<file path="config.mk">
export PLATFORM = sky130hd
export DESIGN_NAME = cal_sweep_ctrl_flat
export DESIGN_NICKNAME = d
export VERILOG_FILES = /design/src/rtl/cal_sweep_ctrl_if.sv /design/src/rtl/cal_sweep_ctrl.sv /design/src/flat_wrapper.sv
export SDC_FILE = /design/constraint.sdc
export NUM_CORES = 1
export LEC_CHECK = 0
export CORE_ASPECT_RATIO = 1.5
export CORE_UTILIZATION = 54
export CTS_BUF_LIST = sky130_fd_sc_hd__clkbuf_8
export DETAILED_ROUTE_END_ITERATION = 12
export GPL_TIMING_DRIVEN = 0
export PLACE_DENSITY = 0.9
export SLEW_MARGIN = 20
export SYNTH_ARGS = -nofsm -noshare
export SYNTH_HDL_FRONTEND = slang
export SYNTH_SLANG_ARGS = --single-unit
</file>
<file path="constraint.sdc">
create_clock -name clk -period 1.9 [get_ports clk]
set_input_delay 0.285 -clock clk [delete_from_list [all_inputs] [get_ports clk]]
set_output_delay 0.285 -clock clk [all_outputs]
set_load 0.01 [all_outputs]
</file>
<file path="src/rtl/cal_sweep_ctrl_if.sv">
// Calibration request/complete handshake between cal_sweep_ctrl (master) and the
// calibration sequencer (slave): cal_b request, cal_done level, comp_res sample.
interface cal_sweep_ctrl_if;
    logic cal_b;
    logic cal_done;
    logic comp_res;

    modport master (
        output cal_b,
        input  cal_done,
        input  comp_res
    );

    modport slave (
        input  cal_b,
        output cal_done,
        output comp_res
    );
endinterface

</file>
<file path="src/rtl/cal_sweep_ctrl.sv">
// Column calibration sweep: NUM_REP majority-voted handshake passes per column.
// Optional handshake watchdog is built only when CAL_TIMEOUT_EN is defined.
module cal_sweep_ctrl #(
    parameter int NUM_COL     = 16,
    parameter int NUM_REP     = 3,
    parameter int TIMEOUT_CYC = 64,
    localparam int COL_W      = (NUM_COL > 1) ? $clog2(NUM_COL) : 1
) (
    input  logic                clk,
    input  logic                rst,
    input  logic                start,
    input  logic                abort,
    cal_sweep_ctrl_if.master    cal,
    output logic [COL_W-1:0]    col_addr,
    output logic                busy,
    output logic                done,
    output logic                err,
    output logic [NUM_COL-1:0]  result
);

    localparam int REP_W = $clog2(NUM_REP + 1);
    localparam logic [REP_W-1:0] REP_LAST = REP_W'(NUM_REP - 1);
    localparam logic [REP_W:0]   REP_LIM  = (REP_W + 1)'(NUM_REP);
    localparam logic [COL_W-1:0] COL_LAST = COL_W'(NUM_COL - 1);

    typedef enum logic [1:0] {
        IDLE,
        REQ,
        REL,
        DONE
    } state_t;

    state_t           state;
    logic [REP_W-1:0] rep_cnt;
    logic [REP_W-1:0] ones;
    logic             vote;

    // Strict majority: 2*ones > NUM_REP, so an even-count tie resolves to 0.
    assign vote = {ones, 1'b0} > REP_LIM;

`ifdef CAL_TIMEOUT_EN
    localparam int TMR_W = (TIMEOUT_CYC > 1) ? $clog2(TIMEOUT_CYC) : 1;
    localparam logic [TMR_W-1:0] TMR_LAST = TMR_W'(TIMEOUT_CYC - 1);

    logic [TMR_W-1:0] timer;
    logic             err_flag;
    logic             expired;

    assign expired = (timer == TMR_LAST);
    assign err     = err_flag;
`else
    assign err = 1'b0;
`endif

    always_ff @(posedge clk or negedge rst) begin
        if (!rst) begin
            state     <= IDLE;
            cal.cal_b <= 1'b0;
            col_addr  <= '0;
            busy      <= 1'b0;
            done      <= 1'b0;
            result    <= '0;
            rep_cnt   <= '0;
            ones      <= '0;
`ifdef CAL_TIMEOUT_EN
            timer     <= '0;
            err_flag  <= 1'b0;
`endif
        end else begin
            done <= 1'b0;
            case (state)
                IDLE: begin
                    // Holding off while cal_done is still high keeps the level handshake in order.
                    if (start && !cal.cal_done) begin
                        result    <= '0;
                        col_addr  <= '0;
                        rep_cnt   <= '0;
                        ones      <= '0;
                        cal.cal_b <= 1'b1;
                        busy      <= 1'b1;
                        state     <= REQ;
`ifdef CAL_TIMEOUT_EN
                        timer     <= '0;
                        err_flag  <= 1'b0;
`endif
                    end
                end

                REQ: begin
                    if (abort) begin
                        cal.cal_b <= 1'b0;
                        busy      <= 1'b0;
                        state     <= IDLE;
`ifdef CAL_TIMEOUT_EN
                        timer     <= '0;
`endif
                    end else if (cal.cal_done) begin
                        ones      <= ones + REP_W'(cal.comp_res);
                        cal.cal_b <= 1'b0;
                        state     <= REL;
`ifdef CAL_TIMEOUT_EN
                        timer     <= '0;
`endif
                    end
`ifdef CAL_TIMEOUT_EN
                    else if (expired) begin
                        err_flag  <= 1'b1;
                        cal.cal_b <= 1'b0;
                        done      <= 1'b1;
                        timer     <= '0;
                        state     <= DONE;
                    end else begin
                        timer <= timer + 1'b1;
                    end
`endif
                end

                REL: begin
                    if (abort) begin
                        cal.cal_b <= 1'b0;
                        busy      <= 1'b0;
                        state     <= IDLE;
`ifdef CAL_TIMEOUT_EN
                        timer     <= '0;
`endif
                    end else if (!cal.cal_done) begin
`ifdef CAL_TIMEOUT_EN
                        timer <= '0;
`endif
                        if (rep_cnt < REP_LAST) begin
                            rep_cnt   <= rep_cnt + 1'b1;
                            cal.cal_b <= 1'b1;
                            state     <= REQ;
                        end else begin
                            // ones already includes the pass that just completed.
                            result[col_addr] <= vote;
                            ones             <= '0;
                            rep_cnt          <= '0;
                            if (col_addr == COL_LAST) begin
                                done  <= 1'b1;
                                state <= DONE;
                            end else begin
                                col_addr  <= col_addr + 1'b1;
                                cal.cal_b <= 1'b1;
                                state     <= REQ;
                            end
                        end
                    end
`ifdef CAL_TIMEOUT_EN
                    else if (expired) begin
                        err_flag  <= 1'b1;
                        cal.cal_b <= 1'b0;
                        done      <= 1'b1;
                        timer     <= '0;
                        state     <= DONE;
                    end else begin
                        timer <= timer + 1'b1;
                    end
`endif
                end

                DONE: begin
                    busy  <= 1'b0;
                    state <= IDLE;
                end

                default: begin
                    cal.cal_b <= 1'b0;
                    busy      <= 1'b0;
                    state     <= IDLE;
                end
            endcase
        end
    end

endmodule

</file>
<file path="src/flat_wrapper.sv">
// flat-port wrapper written by rule: the top's interface ports become plain ports
module cal_sweep_ctrl_flat 
#(
    parameter int NUM_COL     = 16,
    parameter int NUM_REP     = 3,
    parameter int TIMEOUT_CYC = 64,
    localparam int COL_W      = (NUM_COL > 1) ? $clog2(NUM_COL) : 1
)
  (clk, rst, start, abort, col_addr, busy, done, err, result, cal_cal_b, cal_cal_done, cal_comp_res);
  cal_sweep_ctrl_if cal_i ();
  input  logic clk;
  input  logic rst;
  input  logic start;
  input  logic abort;
  output logic [COL_W-1:0] col_addr;
  output logic busy;
  output logic done;
  output logic err;
  output logic [NUM_COL-1:0] result;
  output wire logic [$bits(cal_i.cal_b)-1:0] cal_cal_b;
  input wire logic [$bits(cal_i.cal_done)-1:0] cal_cal_done;
  input wire logic [$bits(cal_i.comp_res)-1:0] cal_comp_res;
  assign cal_cal_b = cal_i.cal_b;
  assign cal_i.cal_done = cal_cal_done;
  assign cal_i.comp_res = cal_comp_res;
  cal_sweep_ctrl #(.NUM_COL(NUM_COL), .NUM_REP(NUM_REP), .TIMEOUT_CYC(TIMEOUT_CYC)) u_core (.clk(clk), .rst(rst), .start(start), .abort(abort), .cal(cal_i), .col_addr(col_addr), .busy(busy), .done(done), .err(err), .result(result));
endmodule
</file>
After elaboration in Yosys (flattened, before gate mapping)
Index checks and enable logic that the tools add are counted.

$add $sub $neg: 3. $lt $le $gt $ge: 4. Eq/ne operators: 15. Muxes and demuxes: 48. Reductions and logical operators: 14.

Operators with widths (number): two-way mux 16 bit (4); two-way mux 2 bit (16); one-hot mux 16 bit (2 select lines) (1); two-way mux 4 bit (5); bitwise mux 16 bit (1); two-way mux 1 bit (14); != test 2 bit, second input constant (6); AND reduction 5 bit (2); one-hot mux 2 bit (4 select lines) (1); one-hot mux 4 bit (2 select lines) (1); AND reduction 7 bit (1); != test 3 bit, second input constant (2); one-hot mux 1 bit (3 select lines) (2); one-hot mux 2 bit (3 select lines) (1); AND reduction 6 bit (1); < comparator 4 x 5 -> 1 bit, second input constant (1); adder 4 x 1 -> 4 bit, second input constant (1); demux 1 bit (select 4 bit) (1); == test 2 bit, second input constant (2); == test 4 bit, second input constant (1); greater-or-equal comparator 4 x 1 -> 1 bit, second input constant (1); != test 2 x 1 -> 1 bit, second input constant (2); != test 4 x 3 -> 1 bit, second input constant (1); one-hot mux 2 bit (2 select lines) (1); 14 further kinds (15).

Flip-flop bits (word level): 29. Output and inout port bits: 24. Word-level logic and storage cells: 92.

Depth between registers and ports, before layout
Gate-level depths: netlist (run 1).

Word-level depth: 9. Mapped depth: 9. Mapped depth without buffers: 7.

Worst setup path after synthesis (run 1)
Ideal clock, no wire load.

Path kind: flip-flop to flip-flop. Start point: reg u_core.state[0]. End point: reg u_core.result[12]. Setup time: 66 ps. Arrival time: 1690 ps. Required time: 1834 ps. Path slack: 144 ps. Cell stages (with the launch flop): 9. Period minus slack after synthesis: 1756 ps. Cells stage by stage: dfrtp_1 -> inv_1 -> ha_1 -> buf_2 -> mux2i_1 -> a211o_1 -> buf_6 -> o31ai_2 -> a22o_1.

Cells in the longest elaborated chain, start to end: 3. Elaborated cells between the ends (all ways): 9.

RTL lines: from (decl) (line cal_sweep_ctrl.sv:33) `state_t state;`; from (signal assigned) (line cal_sweep_ctrl.sv:57) `state <= IDLE;`; from (signal assigned) (line cal_sweep_ctrl.sv:81) `state <= REQ;`; from (signal assigned) (line cal_sweep_ctrl.sv:93) `state <= IDLE;`; == test 2 bit / zero test 2 bit (equally long branches) (line cal_sweep_ctrl.sv:71) `case (state)`; != test 2 bit (no source line) (tied with other cells); AND reduction 5 bit (no source line); to (signal, indexed assignment) (line cal_sweep_ctrl.sv:136) `result[col_addr] <= vote;`; to (decl) (line cal_sweep_ctrl.sv:18) `output logic [NUM_COL-1:0] result`.

Several ways; a longest one is shown, not always the timed one. A chain may end at the register's enable or synchronous reset.

Worst setup path in the final report (run 1)
Start point: reg u_core.state[0]. End point: reg u_core.result[13].

Same word-level chain as after synthesis.

==> summary.txt, run 1 <==
Run status
  • Run status: completed

Floorplan
  • Core Region: slightly below 0.003 mm2
  • Initial core utilization: a little under 60%
  • Die Wd: 47.9 um
  • Top Ports: 30
  • Die height: approximately 71 um
  • Site row count: 24
  • Die Footprint: 0.00339 mm2

Setup path
  • CP Class: register to register
  • Slowest-stage cell, CP: dfrtp_1
  • Largest fanout on the critical path: 8
  • Startpoint Class: register
  • Critical Path AT: 2090 ps
  • CP Data Required Time: 2120 ps
  • RR Endpoint: u_core.result[13]
  • Critical Path End Type: register
  • CP cell instances: inv_2 -> ha_4 -> buf_6 -> mux2i_4 -> a211o_4 -> buf_4 -> o31ai_1 -> a22o_1
  • CP peak stage delay: 410 ps
  • Bufs and invs on worst path: 3
  • FF-to-FF path depth: 8
  • Family with the most delay on the worst path: compound AO/OA/AOI/OAI gates
  • Reg-to-Reg Start: u_core.state[0]
  • R2R Setup Slk: ~36 ps

Clock tree
  • CTS Sinks: 29
  • CTS Buffer Depth: 2
  • TritonCTS clock tree: built
  • Root Buffer: clkbuf_8
  • Clock Latency Late Sink: around 280 ps
  • Reg clk slew, reported paths: ~60 ps
  • CTS H-tree lvls: 2
  • CTS Buf Count: 5

Yosys
  • Sequential area share after synthesis: 42.6%
  • Post-Syn Instances: ~200
  • Post-synth EDFFs: 0
  • Synthesized cell area: approximately 0.0017 mm2
  • Post-Syn Nets: ~220
  • Ys Warns: 0
  • Seq cells post-synth: 29
  • Most common cell in the netlist: nand2_1
  • Top cell type's share of synthesized area: between 40% and 50%
  • Mean Syn Cell Area: 8.56 um2
  • Post-synth top area cell: dfrtp_1
  • Netlist cell types: 34
  • Post-synth top cells: nand2_1 (39), a21oi_1 (29), dfrtp_1 (29)
  • Post-synthesis async set-or-reset flop share: between 90% and 100%
  • Cells taking the most area after synthesis: dfrtp_1 (43%), nand2_1 (8.6%), a21oi_1 (8.5%)
  • Synth Flop Type: dfrtp_1

GRT
  • GRT Util Overall: 27.7%
  • Largest net degree at the start of global routing: 30
  • Vias in the first global route: between 1500 and 2000
  • Total gr overflow: 0
  • Initial antenna violation count: 0
  • Global-route wire length before repair: between 6000 and 7000 um

Timing
  • Setup slack after layout: 36.1 ps
  • Setup violators final: 0
  • RSZ-0062 raised after global routing: true
  • Minimum clock period: between 1500 and 2000 ps
  • Hold Vio Cnt, Final: 0
  • Hold_ws: 18.7 ps
  • Worst slew pin tran: 637 ps
  • Max-slew headroom: between 50% and 60%
  • FMAX: 537 MHz
  • Tcrit/Tclk final: between 90% and 100%
  • Clock skew: around 5.0 ps
  • Fin. max-slew vios: 0

Routing
  • Via-to-Cell Ratio: about 6.1
  • Final WL: around 4400 um
  • Detail Route Antenna Nets: 0
  • DRC viols: 0
  • DR iter-0 viols: 91
  • DRT Pass-1 Iters: 4
  • Routed length per instance: 15.9 um
  • Via count: roughly 1700

Power and ir drop
  • Comb power frac: 46.1%
  • P_int: around 1.6 mW
  • Clock power frac: about 22%
  • Net Switching: slightly below 1 mW
  • Final Power: roughly 2.6 mW
  • Static Leak: a little under 1 nW
  • Share of total power in sequential cells: between 30% and 40%
  • Switch share: between 30% and 40%
  • Maximum vdd drop: about 0.75 mV
  • Pwr dens: 1130 mW/mm2

Finish
  • Final Cell Area: 0.00225 mm2
  • Multi-input gate area: ~960 um2
  • FF+latch area: about 730 um2
  • N_diodes: 0
  • NumNets Final: about 250
  • Layout area overhead: 32.4%
  • Share of post-route cells with drive strength above 1: roughly 16%
  • Fillers: roughly 230

Hold path
  • Hold Crit Class: primary input to async pin

Place
  • Placed cell areas: roughly 0.002 mm2
  • DP Worst Slack: -133 ps
  • # port buffers: 27
  • GP Congestion: a little under 0.9
  • Hpwl dp: around 2800 um

Run
  • Number of max-cap violations: 0
[placed cells by master, fill, tap and decap left out, drive strengths merged]
master and instances:
a211o 2, a211oi 1, a21oi 29, a221oi 1, a22o 6, a22oi 1, a2bb2oi 1, a31o 1
a32oi 1, and3 1, buf 13, clkbuf 14, clkdlybuf4s50 26, clkinv 1, conb 1, dfrtp 29
ha 10, inv 7, mux2 2, mux2i 1, nand2 39, nand2b 3, nand3 8, nand4 12
nor2 7, nor2b 4, nor3 5, nor3b 1, o21ai 5, o31ai 5, o32a 1
[cells by family (layout without fill, tap and decap cells)]
logic type | Yosys count | in the layout | synth area share, %
adders and majority gates | 10 | 10 | 7.35
AOI/OAI and AO/OA | 54 | 54 | 20.1
and+or+nand+nor | 80 | 80 | 21.9
DFF | 29 | 29 | 42.6
other | 1 | 1 | 0.220
muxes | 3 | 3 | 1.91
buffers and inverters | 22 | 61 | 5.88
[worst max path at each step]
stage                                  start                  to  slack [ps]  cells past startpoint
final                        u_core.state[0]   u_core.result[13]          40                      8
after global routing         u_core.state[0]   u_core.result[13]         -50                      8
after CTS                 u_core.col_addr[1]     u_core.state[1]           6                      7
after detailed placement     u_core.state[0]  u_core.col_addr[3]        -130                      7
after global placement       u_core.state[0]  u_core.col_addr[3]        -110                      7
after floorplan              u_core.state[0]   u_core.result[12]         140                      8
[sequential cells by signal, summed over array words and instances (netlist names)]
signal            flops
u_core.result        16
u_core.col_addr       4
u_core.ones           2
u_core.rep_cnt        2
u_core.state          2
u_core.busy           1
u_core.cal.cal_b      1
u_core.done           1
[per-layer routing]
layer | GRT usage (%) | routed length, um | vias to the layer above
met2 | 46.2 | 2420 | 87
met1 | 32.1 | 1630 | 817
met5 | 0 | 0 | -
met4 | 11.1 | 102 | 0
met3 | 7.14 | 251 | 15
li1 | - | - | 778
[timing repair]
action                                  4_1_cts  5_1_grt
pin swaps                                     1        5
gates resized for setup                       4       23
gates cloned                                  0        1
hold endpoints to repair                      0        0
hold buffers                                  0        0
buffers inserted                              1        3
endpoints found under the setup margin       19       25
[area by class of cell]
cell class | instances | area share (%)
Buffer | 14 | 3.94
Clock buffer | 7 | 4.27
Clock inverter | 1 | 0.222
Inverter | 7 | 1.17
Multi-Input combinational cell | 148 | 42.4
Sequential cell | 29 | 32.2
Tap cell | 39 | 2.16
Timing Repair Buffer | 32 | 13.6
[power groups by stage]
stage / sequential [mW] / clock [mW] / combinational (mW)
3_3_place_gp: 0.808 / 0 / 0.948
3_5_place_dp: 0.813 / 0 / 0.963
2_1_floorplan: 0.817 / 0 / 0.647
6_report: 0.823 / 0.554 / 1.18
4_1_cts: 0.802 / 0.574 / 1.00
5_1_grt: 0.840 / 0.597 / 1.29
[metrics by stage]
step,instances,util [%],setup TNS (ps)
2_1_floorplan,199,-,0
3_3_place_gp,265,68.7,-1240
3_5_place_dp,265,68.5,-1600
4_1_cts,274,72.5,0
5_1_grt,277,76.6,-227
6_report,277,76.6,0
No activity file was read; power rests on OpenSTA's default activity.
==> run 2, diff against run 1 <==
--- a/config.mk
+++ b/config.mk
@@ -5,8 +5,10 @@
 export SDC_FILE = /design/constraint.sdc
 export NUM_CORES = 1
 export LEC_CHECK = 0
+export CELL_PAD_IN_SITES_DETAIL_PLACEMENT = 1
+export CELL_PAD_IN_SITES_GLOBAL_PLACEMENT = 1
 export CORE_ASPECT_RATIO = 1.5
-export CORE_UTILIZATION = 54
+export CORE_UTILIZATION = 40
 export CTS_BUF_LIST = sky130_fd_sc_hd__clkbuf_8
 export DETAILED_ROUTE_END_ITERATION = 12
 export GPL_TIMING_DRIVEN = 0
==> summary.txt, run 2 (synthesis gave the netlist of run 1 again) <==
GRT
  • Total gr overflow: 0
  • Vias in the first global route: approximately 1600
  • GRT Util Overall: a little over a fifth
  • Global-route wire length before repair: 7470 um
  • Initial antenna violation count: 0
  • Largest net degree at the start of global routing: 30

Clock tree
  • CTS H-tree lvls: 2
  • CTS Sinks: 29
  • TritonCTS clock tree: built
  • Clock Latency Late Sink: a little under 300 ps
  • Root Buffer: clkbuf_8
  • Reg clk slew, reported paths: 70 ps
  • CTS Buf Count: 5
  • CTS Buffer Depth: 2
  • Hold_buf cts: 0

Setup path
  • CP cell instances: inv_2 -> ha_4 -> buf_6 -> mux2i_4 -> a211o_4 -> buf_6 -> o31ai_2 -> a22o_1
  • FF-to-FF path depth: 8
  • CP Class: register to register
  • Startpoint Class: register
  • Critical Path AT: 2090 ps
  • CP Data Required Time: 2120 ps
  • Largest fanout on the critical path: 8
  • Critical Path Most Common Cell: buf_6
  • R2R Setup Slk: around 35 ps
  • Family with the most delay on the worst path: compound AO/OA/AOI/OAI gates
  • RR Endpoint: u_core.result[14]
  • Reg-to-Reg Start: u_core.state[0]
  • CP peak stage delay: roughly 400 ps
  • Slowest-stage cell, CP: dfrtp_1
  • Critical Path End Type: register
  • Bufs and invs on worst path: 3

Timing
  • Clock skew: just over 6 ps
  • Setup violators final: 0
  • Fin. max-slew vios: 0
  • Max-slew headroom: 55.3%
  • FMAX: between 500 and 600 MHz
  • Minimum clock period: between 1500 and 2000 ps
  • Tcrit/Tclk final: around 98%
  • Hold_ws: about 26 ps
  • Worst slew pin tran: 670 ps
  • Hold Vio Cnt, Final: 0

Routing
  • Routed length per instance: 16.9 um
  • DRC viols: 0
  • DRT Pass-1 Iters: 4
  • Via-to-Cell Ratio: approximately 5.8
  • Via count: 1638
  • DR iter-0 viols: 31
  • Detail Route Antenna Nets: 0
  • Final WL: 4780 um

Power and ir drop
  • Static Leak: slightly below 1 nW
  • Maximum vdd drop: 0.803 mV
  • Pwr dens: roughly 1100 mW/mm2
  • Final Power: around 2.6 mW

Finish
  • Core Util, Final: 56.5%
  • Top reg by flops: u_core.result
  • NumNets Final: roughly 250
  • N_diodes: 0
  • Commonest non-fill, non-tap cell in the layout: nand2_1
  • Fillers: 480
  • Layout area overhead: 32.5%
  • Max reg flops: 16
  • Highest-count cells in the layout ignoring fill and taps: nand2_1 (39), a21oi_1 (29), dfrtp_1 (28)
  • Top flop regs: u_core.result x16, u_core.col_addr x4
  • Share of post-route cells with drive strength above 1: between 10% and 20%

Floorplan
  • Top Ports: 30
  • Die Wd: between 50 and 60 um
  • Die Footprint: 0.00453 mm2
  • Core Region: between 0.003 and 0.004 mm2
  • Die height: around 82 um
  • Site row count: 28
  • Initial core utilization: between 40% and 50%

Run status
  • Run status: completed

Place
  • Hpwl dp: ~3300 um
  • GP Congestion: 0.798
  • # port buffers: 27

Run
  • Number of max-cap violations: 0

Hold path
  • Hold Crit Class: primary input to async pin
run 2: how the worst max path moves through the flow:
stage | cells after the start | from | slack, ps | end
floorplan | 8 | u_core.state[0] | 140 | u_core.result[12]
global placement | 7 | u_core.state[0] | -210 | u_core.col_addr[3]
detailed placement | 9 | u_core.state[0] | -260 | u_core.result[4]
CTS | 8 | u_core.state[1] | -9 | u_core.col_addr[1]
global route | 8 | u_core.state[0] | -40 | u_core.result[14]
finish | 8 | u_core.state[0] | 40 | u_core.result[14]
run 2: layer usage:
layer	GRT usage [%]	up-vias	part of all wire, %
met1	22.7	811	39
met3	4.09	11	3.9
li1	-	778	-
met2	41.8	38	56
met4	7.50	0	1.8
met5	0	-	0
run 2: repair_timing:
action,4_1_cts,5_1_grt
gates cloned,1,1
resized for setup,7,19
setup endpoints to repair,24,24
pin swaps,2,3
setup buffers,3,0
run 2: final cells by class:
class | instances | area, um2 | area share [%]
buffer | 14 | 86.3 | 3.83
clock buffer | 7 | 96.3 | 4.27
clock inverter | 1 | 5.00 | 0.222
inverter | 7 | 26.3 | 1.16
multi-input combinational | 148 | 955 | 42.3
sequential | 29 | 727 | 32.2
tap | 45 | 56.3 | 2.50
timing repair buffer | 32 | 304 | 13.5
run 2: worst register-to-register path, stage by stage, from the launching register on:
cell     delay (ps)
dfrtp_1         400
inv_2           130
ha_4            150
buf_6           130
mux2i_4          80
a211o_4         360
buf_6           140
o31ai_2         240
a22o_1          180
run 2: metrics by stage:
stage / cells / setup WS, ps / instance area (um2) / TNS, ps
2_1_floorplan: 199 / 144 / 1700 / 0
3_3_place_gp: 271 / -213 / 2030 / -3610
3_5_place_dp: 271 / -256 / 2020 / -4180
4_1_cts: 282 / -9.42 / 2170 / -9.42
5_1_grt: 283 / -40.1 / 2260 / -40.1
6_report: 283 / 35.2 / 2260 / 0
run 2: power by group:
part	internal (mW)	leakage [nW]	switching, mW
clock	0.327	0.0542	0.252
sequential	0.720	0.394	0.0885
combinational	0.509	0.546	0.660
total	1.56	0.994	1.00
==> RTL change 1: new RTL, settings of run 1 <==
Re-encode `state_t` (4 states) as one-hot, 4 bits wide.
--- a/src/rtl/cal_sweep_ctrl.sv
+++ b/src/rtl/cal_sweep_ctrl.sv
@@ -23,11 +23,11 @@
     localparam logic [REP_W:0]   REP_LIM  = (REP_W + 1)'(NUM_REP);
     localparam logic [COL_W-1:0] COL_LAST = COL_W'(NUM_COL - 1);
 
-    typedef enum logic [1:0] {
-        IDLE,
-        REQ,
-        REL,
-        DONE
+    typedef enum logic [3:0] {
+        IDLE = 4'b0001,
+        REQ  = 4'b0010,
+        REL  = 4'b0100,
+        DONE = 4'b1000
     } state_t;
 
     state_t           state;
Check against the original RTL: same outputs for any inputs over 10 cycles, from zero or initial values and one cycle with rst low; not proved beyond that.
==> RTL change 1 against run 1 <==
Clock skew decreased by 0.99 ps. Synthesized area increased by 2.0%. Power decreased by 12%. Wire length decreased by 7.3%. Cell area decreased by 0.11%. Global-route usage decreased by 2.7 points. Clock power increased by 0.7%. Maximum frequency increased by 1.5%. Count of clock-buffer cells in the layout unchanged. Worst hold slack improved by 11 ps. Sequential cell count increased by 2. Setup slack improved by 27 ps. Critical path type unchanged. Critical endpoint is now u_core.ones[1]. Largest power group unchanged. Highest routed layer unchanged.
==> RTL change 1: results (changes against run 1) <==
worst_setup_path:
  slowest_delay_ps: 520  # was 410 ps
  cp_slowest_cell: "or4b_1"  # was dfrtp_1
place:
  dp_worst_setup_slack_ps: -302  # was -133 ps
  place_hpwl_um: 2750  # was 2830 um
  place_congestion: 0.939  # was 0.878
global_routing:
  grt_pass1_wl_um: 6590  # was 6760 um
  grt_max_degree: 32  # was 30
  use_met3: 0.0403  # was 0.0714
  grt_use_met2: 0.441  # was 0.462
  grt_pass1_vias: 1428  # was 1,515
  use_met1: 0.284  # was 0.321
synthesis:
  synthCells: 188  # was 199
  synthesis.nets: 199  # was 215
  synthTopCellsByArea: "dfrtp_1 (43%), o21ai_1 (6.3%), o21ai_0 (5.2%)"  # was dfrtp_1 (43%), nand2_1 (8.6%), a21oi_1 (8.5%)
  synth-seq-area-share: 0.447  # was 0.426
  synth.most_common_cell: "dfrtp_1"  # was nand2_1
  synthTopCellsByCount: "dfrtp_1 (30), o21ai_1 (22), o21ai_0 (18)"  # was nand2_1 (39), a21oi_1 (29), dfrtp_1 (29)
outcome:
  outcome: "finished clean"  # unchanged
cells_and_area:
  top_regs: "u_core.result x16, u_core.col_addr x4, u_core.state x4"  # was u_core.result x16, u_core.col_addr x4
route:
  vias: 1571  # was 1,697
  vias_per_cell: 5.93  # was 6.13
  wire_per_inst_um: 15.4  # was 15.9 um
sta:
  finClkSkew_ps: 4.01  # was 4.99 ps
  worst_pin_slew_ps: 660  # was 637 ps
power_and_ir_drop:
  p_leak_nw: 0.948  # was 0.993 nW
-- RTL change 1: final timing paths --
path                                    to  slack [ps]  cells after the start
max reg2reg                 u_core.ones[1]          60                      5
min                            u_core.done          30                      1
max in group asynchronous  u_core.state[3]        1410                      1
max                         u_core.ones[1]          60                      5
min reg2reg                 u_core.ones[0]         480                      2
min in group clk           u_core.state[3]         390                      2
-- RTL change 1: power by group --
part	total, W	switching, W	internal, W
clock network	0.000558	0.000234	0.000325
logic	0.000911	0.000521	0.000390
registers	0.000782	0.0000520	0.000730
-- RTL change 1: metrics by stage --
step | hold slack [ps] | utilization | TNS [ps] | area [sq um] | total power, W
6_report | 30.2 | 0.758 | 0 | 2250 | 0.00225
5_1_grt | 95.0 | 0.758 | -47.5 | 2250 | 0.00238
4_1_cts | 49.4 | 0.731 | 0 | 2170 | 0.00217
3_5_place_dp | 357 | 0.690 | -4670 | 2050 | 0.00159
3_3_place_gp | 465 | 0.691 | -4130 | 2060 | 0.00158
2_1_floorplan | -10.6 | - | 0 | 1740 | 0.00140
-- RTL change 1: cell families (layout without fill, tap and decap cells) --
logic type,count (synthesis),in the layout,synth area share
other cells,1,1,0.00216
buf+inv,17,55,0.0504
compound gates,76,76,0.267
flops,31,31,0.447
mux,1,1,0.00648
xor+xnor,1,1,0.00504
simple gates,56,56,0.185
fa+ha+maj,5,5,0.0360
-- RTL change 1: repair_timing --
action                                 in CTS  in global routing
gates resized for setup                     5                 16
pin swaps                                   0                  1
setup endpoints to repair                  18                 21
endpoints found under the hold margin       0                  0
buffers inserted                            0                  4
-- RTL change 1: cell type report --
class | count | area [sq um] | share of cell area
multi-input combinational | 140 | 941 | 0.418
sequential | 31 | 779 | 0.346
timing repair buffer | 31 | 298 | 0.132
clock buffer | 7 | 96.3 | 0.0428
buffer | 9 | 58.8 | 0.0261
tap | 39 | 48.8 | 0.0217
inverter | 7 | 26.3 | 0.0117
clock inverter | 1 | 3.75 | 0.00167
-- RTL change 1: per-layer routing --
| layer | routed length (um) | share of wire |
|---|---|---|
| met5 | 0 | 0 |
| met4 | 156 | 0.038 |
| met3 | 164 | 0.040 |
| met2 | 2170 | 0.53 |
| met1 | 1600 | 0.39 |
-- RTL change 1: worst register-to-register path, cell delays in order, from the launching register on --
cell,delay (ps)
dfrtp_1,360
buf_4,170
or4b_1,520
o211ai_2,170
o2111ai_2,190
o41ai_1,310
==> RTL change 2: new RTL, settings of run 1 <==
Made on the original files. The option `CAL_TIMEOUT_EN` is turned on by a define.
--- a/src/rtl/cal_sweep_ctrl.sv
+++ b/src/rtl/cal_sweep_ctrl.sv
@@ -1,5 +1,7 @@
 // Column calibration sweep: NUM_REP majority-voted handshake passes per column.
 // Optional handshake watchdog is built only when CAL_TIMEOUT_EN is defined.
+`define CAL_TIMEOUT_EN
+
 module cal_sweep_ctrl #(
     parameter int NUM_COL     = 16,
     parameter int NUM_REP     = 3,
Function: no difference found for any inputs over 10 cycles, from zero or initial values and one cycle with rst low; that may be too few to reach the edited logic, so the function may still have changed.
==> RTL change 2 against run 1 <==
Synthesized area up 27%. Cell area up 22%. Clock skew about the same. Wire length up 23%. Setup slack worse by 2.3 ps. Power up 4.4%. Worst hold slack better by 380 ps. Sequential share of layout area up 0.52 points. Sequential cell count up 7. Clock power up 4.0%. Die area up 26%.
==> RTL change 2: results (changes against run 1) <==
synthesis:
  synth-seq-area-share: 0.418  # was 0.426
  synthesis.nets: 250  # was 215
  synthTopCellsByArea: "dfrtp_1 (42%), o21ai_1 (6.5%), ha_1 (5.8%)"  # was dfrtp_1 (43%), nand2_1 (8.6%), a21oi_1 (8.5%)
  ys_async_sr_fraction: 1.00  # unchanged
  synthTopCellsByCount: "dfrtp_1 (36), o21ai_1 (28), a21oi_1 (18)"  # was nand2_1 (39), a21oi_1 (29), dfrtp_1 (29)
  synth_cell_types: 49  # was 34
  synth-edff-count: 0  # unchanged
  yosysWarnings: 0  # unchanged
  syn_area_per_cell_sq_um: 9.21  # was 8.56 sq um
cells_and_area:
  top_regs: "u_core.result x16, u_core.timer x6, u_core.col_addr x4"  # was u_core.result x16, u_core.col_addr x4
  final_nets: 299  # was 253
  diodes: 0  # unchanged
  drive_above_1_share: 0.180  # was 0.155
sta:
  finClkSkew_ps: 4.80  # was 4.99 ps
  setup_violations: 0  # unchanged
  worst_pin_slew_ps: 474  # was 637 ps
place:
  io_buffers: 29  # was 27
  placed_area_sq_mm: 0.00251  # was 0.00202 sq mm
  place_hpwl_um: 3490  # was 2830 um
  place_congestion: 0.938  # was 0.878
  dp.cells: 307  # was 265
route:
  finalWirelength_um: 5430  # was 4410 um
  first_pass_iters: 4  # unchanged
  vias_per_cell: 6.13  # about the same
  wire_per_inst_um: 16.6  # was 15.9 um
  initialDrtViolationCount: 75  # was 91
min_path:
  hold_class: "in2async"  # unchanged
clocking:
  clkLatencyLatePin_ps: 300  # was 280 ps
  cts_buffer_depth: 2  # unchanged
  numCtsBuffers: 5  # unchanged
  path_clk_slew_ps: 70
  cts_max_level: 2  # unchanged
  cts-root-buf: "clkbuf_8"  # unchanged
global_routing:
  grt_max_degree: 25  # was 30
  grt_usage: 0.258  # was 0.277
  antenna_found_initial: 0  # unchanged
  grt_pass1_wl_um: 7960  # was 6760 um
  grt_pass1_vias: 1780  # was 1,515
power_and_ir_drop:
  p_leak_nw: 1.21  # was 0.993 nW
  sw_frac_of_total: 0.378  # was 0.388
  ir_drop_uv: 805  # was 751 uV
outcome:
  outcome: "finished clean"  # unchanged
worst_setup_path:
  worstPathArrival_ps: 2030  # was 2090 ps
  crit_fanout: 9  # was 8
## RTL change 2: cell types whose count changed in the layout (fill, tap and decap cells not counted), sizes merged, moves of 7 or more
cell / delta
o21ai: +37
nand2: -22
a21oi: -11
buf: +8
dfrtp: +7
## RTL change 2: power by group through the flow
stage          Sequential, W  Combinational [W]  Clock [W]
2_1_floorplan       0.000918           0.000670          0
3_3_place_gp        0.000918           0.000890          0
3_5_place_dp        0.000923           0.000910          0
4_1_cts             0.000912           0.000938   0.000586
5_1_grt             0.000926            0.00126   0.000621
6_report            0.000922            0.00117   0.000576
## RTL change 2: critical path, stage by stage, from the launching register on
cell	delay (ps)
dfrtp_1	430
inv_1	100
ha_1	220
buf_6	150
nor2_2	310
a2111o_1	210
buf_4	140
nor2_1	40
a2bb2oi_1	130
## RTL change 2: cells by family after synthesis
family | Yosys count | share of synthesized area
AO/OA/AOI/OAI | 89 | 0.268
XOR/XNOR | 1 | 0.00406
adder cells (fa/ha/maj) | 10 | 0.0580
buffers and inverters | 24 | 0.0563
flip-flops | 36 | 0.418
multiplexers | 2 | 0.00929
AND/OR/NAND/NOR | 72 | 0.187
## RTL change 2: final cells by class
type                    count  area [sq um]
well taps                  43          53.8
fillers                   269           996
clock buffers               6          82.6
flip-flops and latches     36           902
plain buffers              12          87.6
multi-input cells         174          1160
clock inverters             2          10.0
repair buffers             43           409
inverters                  11          45.0
## RTL change 2: layer usage
| layer | routed length [um] | GRT usage | vias to the layer above |
|---|---|---|---|
| met5 | 0 | 0 | - |
| met4 | 104 | 0.116 | 0 |
| met3 | 254 | 0.0552 | 11 |
| met2 | 2910 | 0.445 | 79 |
| met1 | 2160 | 0.294 | 950 |
| li1 | - | - | 965 |
## RTL change 2: what timing repair did
item,4_1_cts,5_1_grt
endpoints found under the setup margin,16,25
hold buffers,1,0
buffers inserted,2,10
gates resized for setup,1,24
cloned,0,0
endpoints found under the hold margin,12,0
pin swaps,2,7
## RTL change 2: through the flow
stage	setup slack [ps]	total power, W	setup TNS [ps]
6_report	33.9	0.00267	0
5_1_grt	-62.2	0.00281	-496
4_1_cts	15.3	0.00244	0
3_5_place_dp	-192	0.00183	-1330
3_3_place_gp	-266	0.00181	-10480
2_1_floorplan	140	0.00159	0
## RTL change 2: worst paths after layout
path / endpoint / depth (start not counted) / start / slack [ps]
hold / removal: u_core.result[3] / 2 / rst / 400
hold reg to reg: u_core.ones[0] / 1 / u_core.ones[0] / 490
max in group asynchronous: u_core.state[1] / 3 / rst / 1060
min in group clk: u_core.ones[0] / 1 / u_core.ones[0] / 490
setup reg to reg: u_core.col_addr[3] / 8 / u_core.state[0] / 30
setup / recovery: u_core.col_addr[3] / 8 / u_core.state[0] / 30
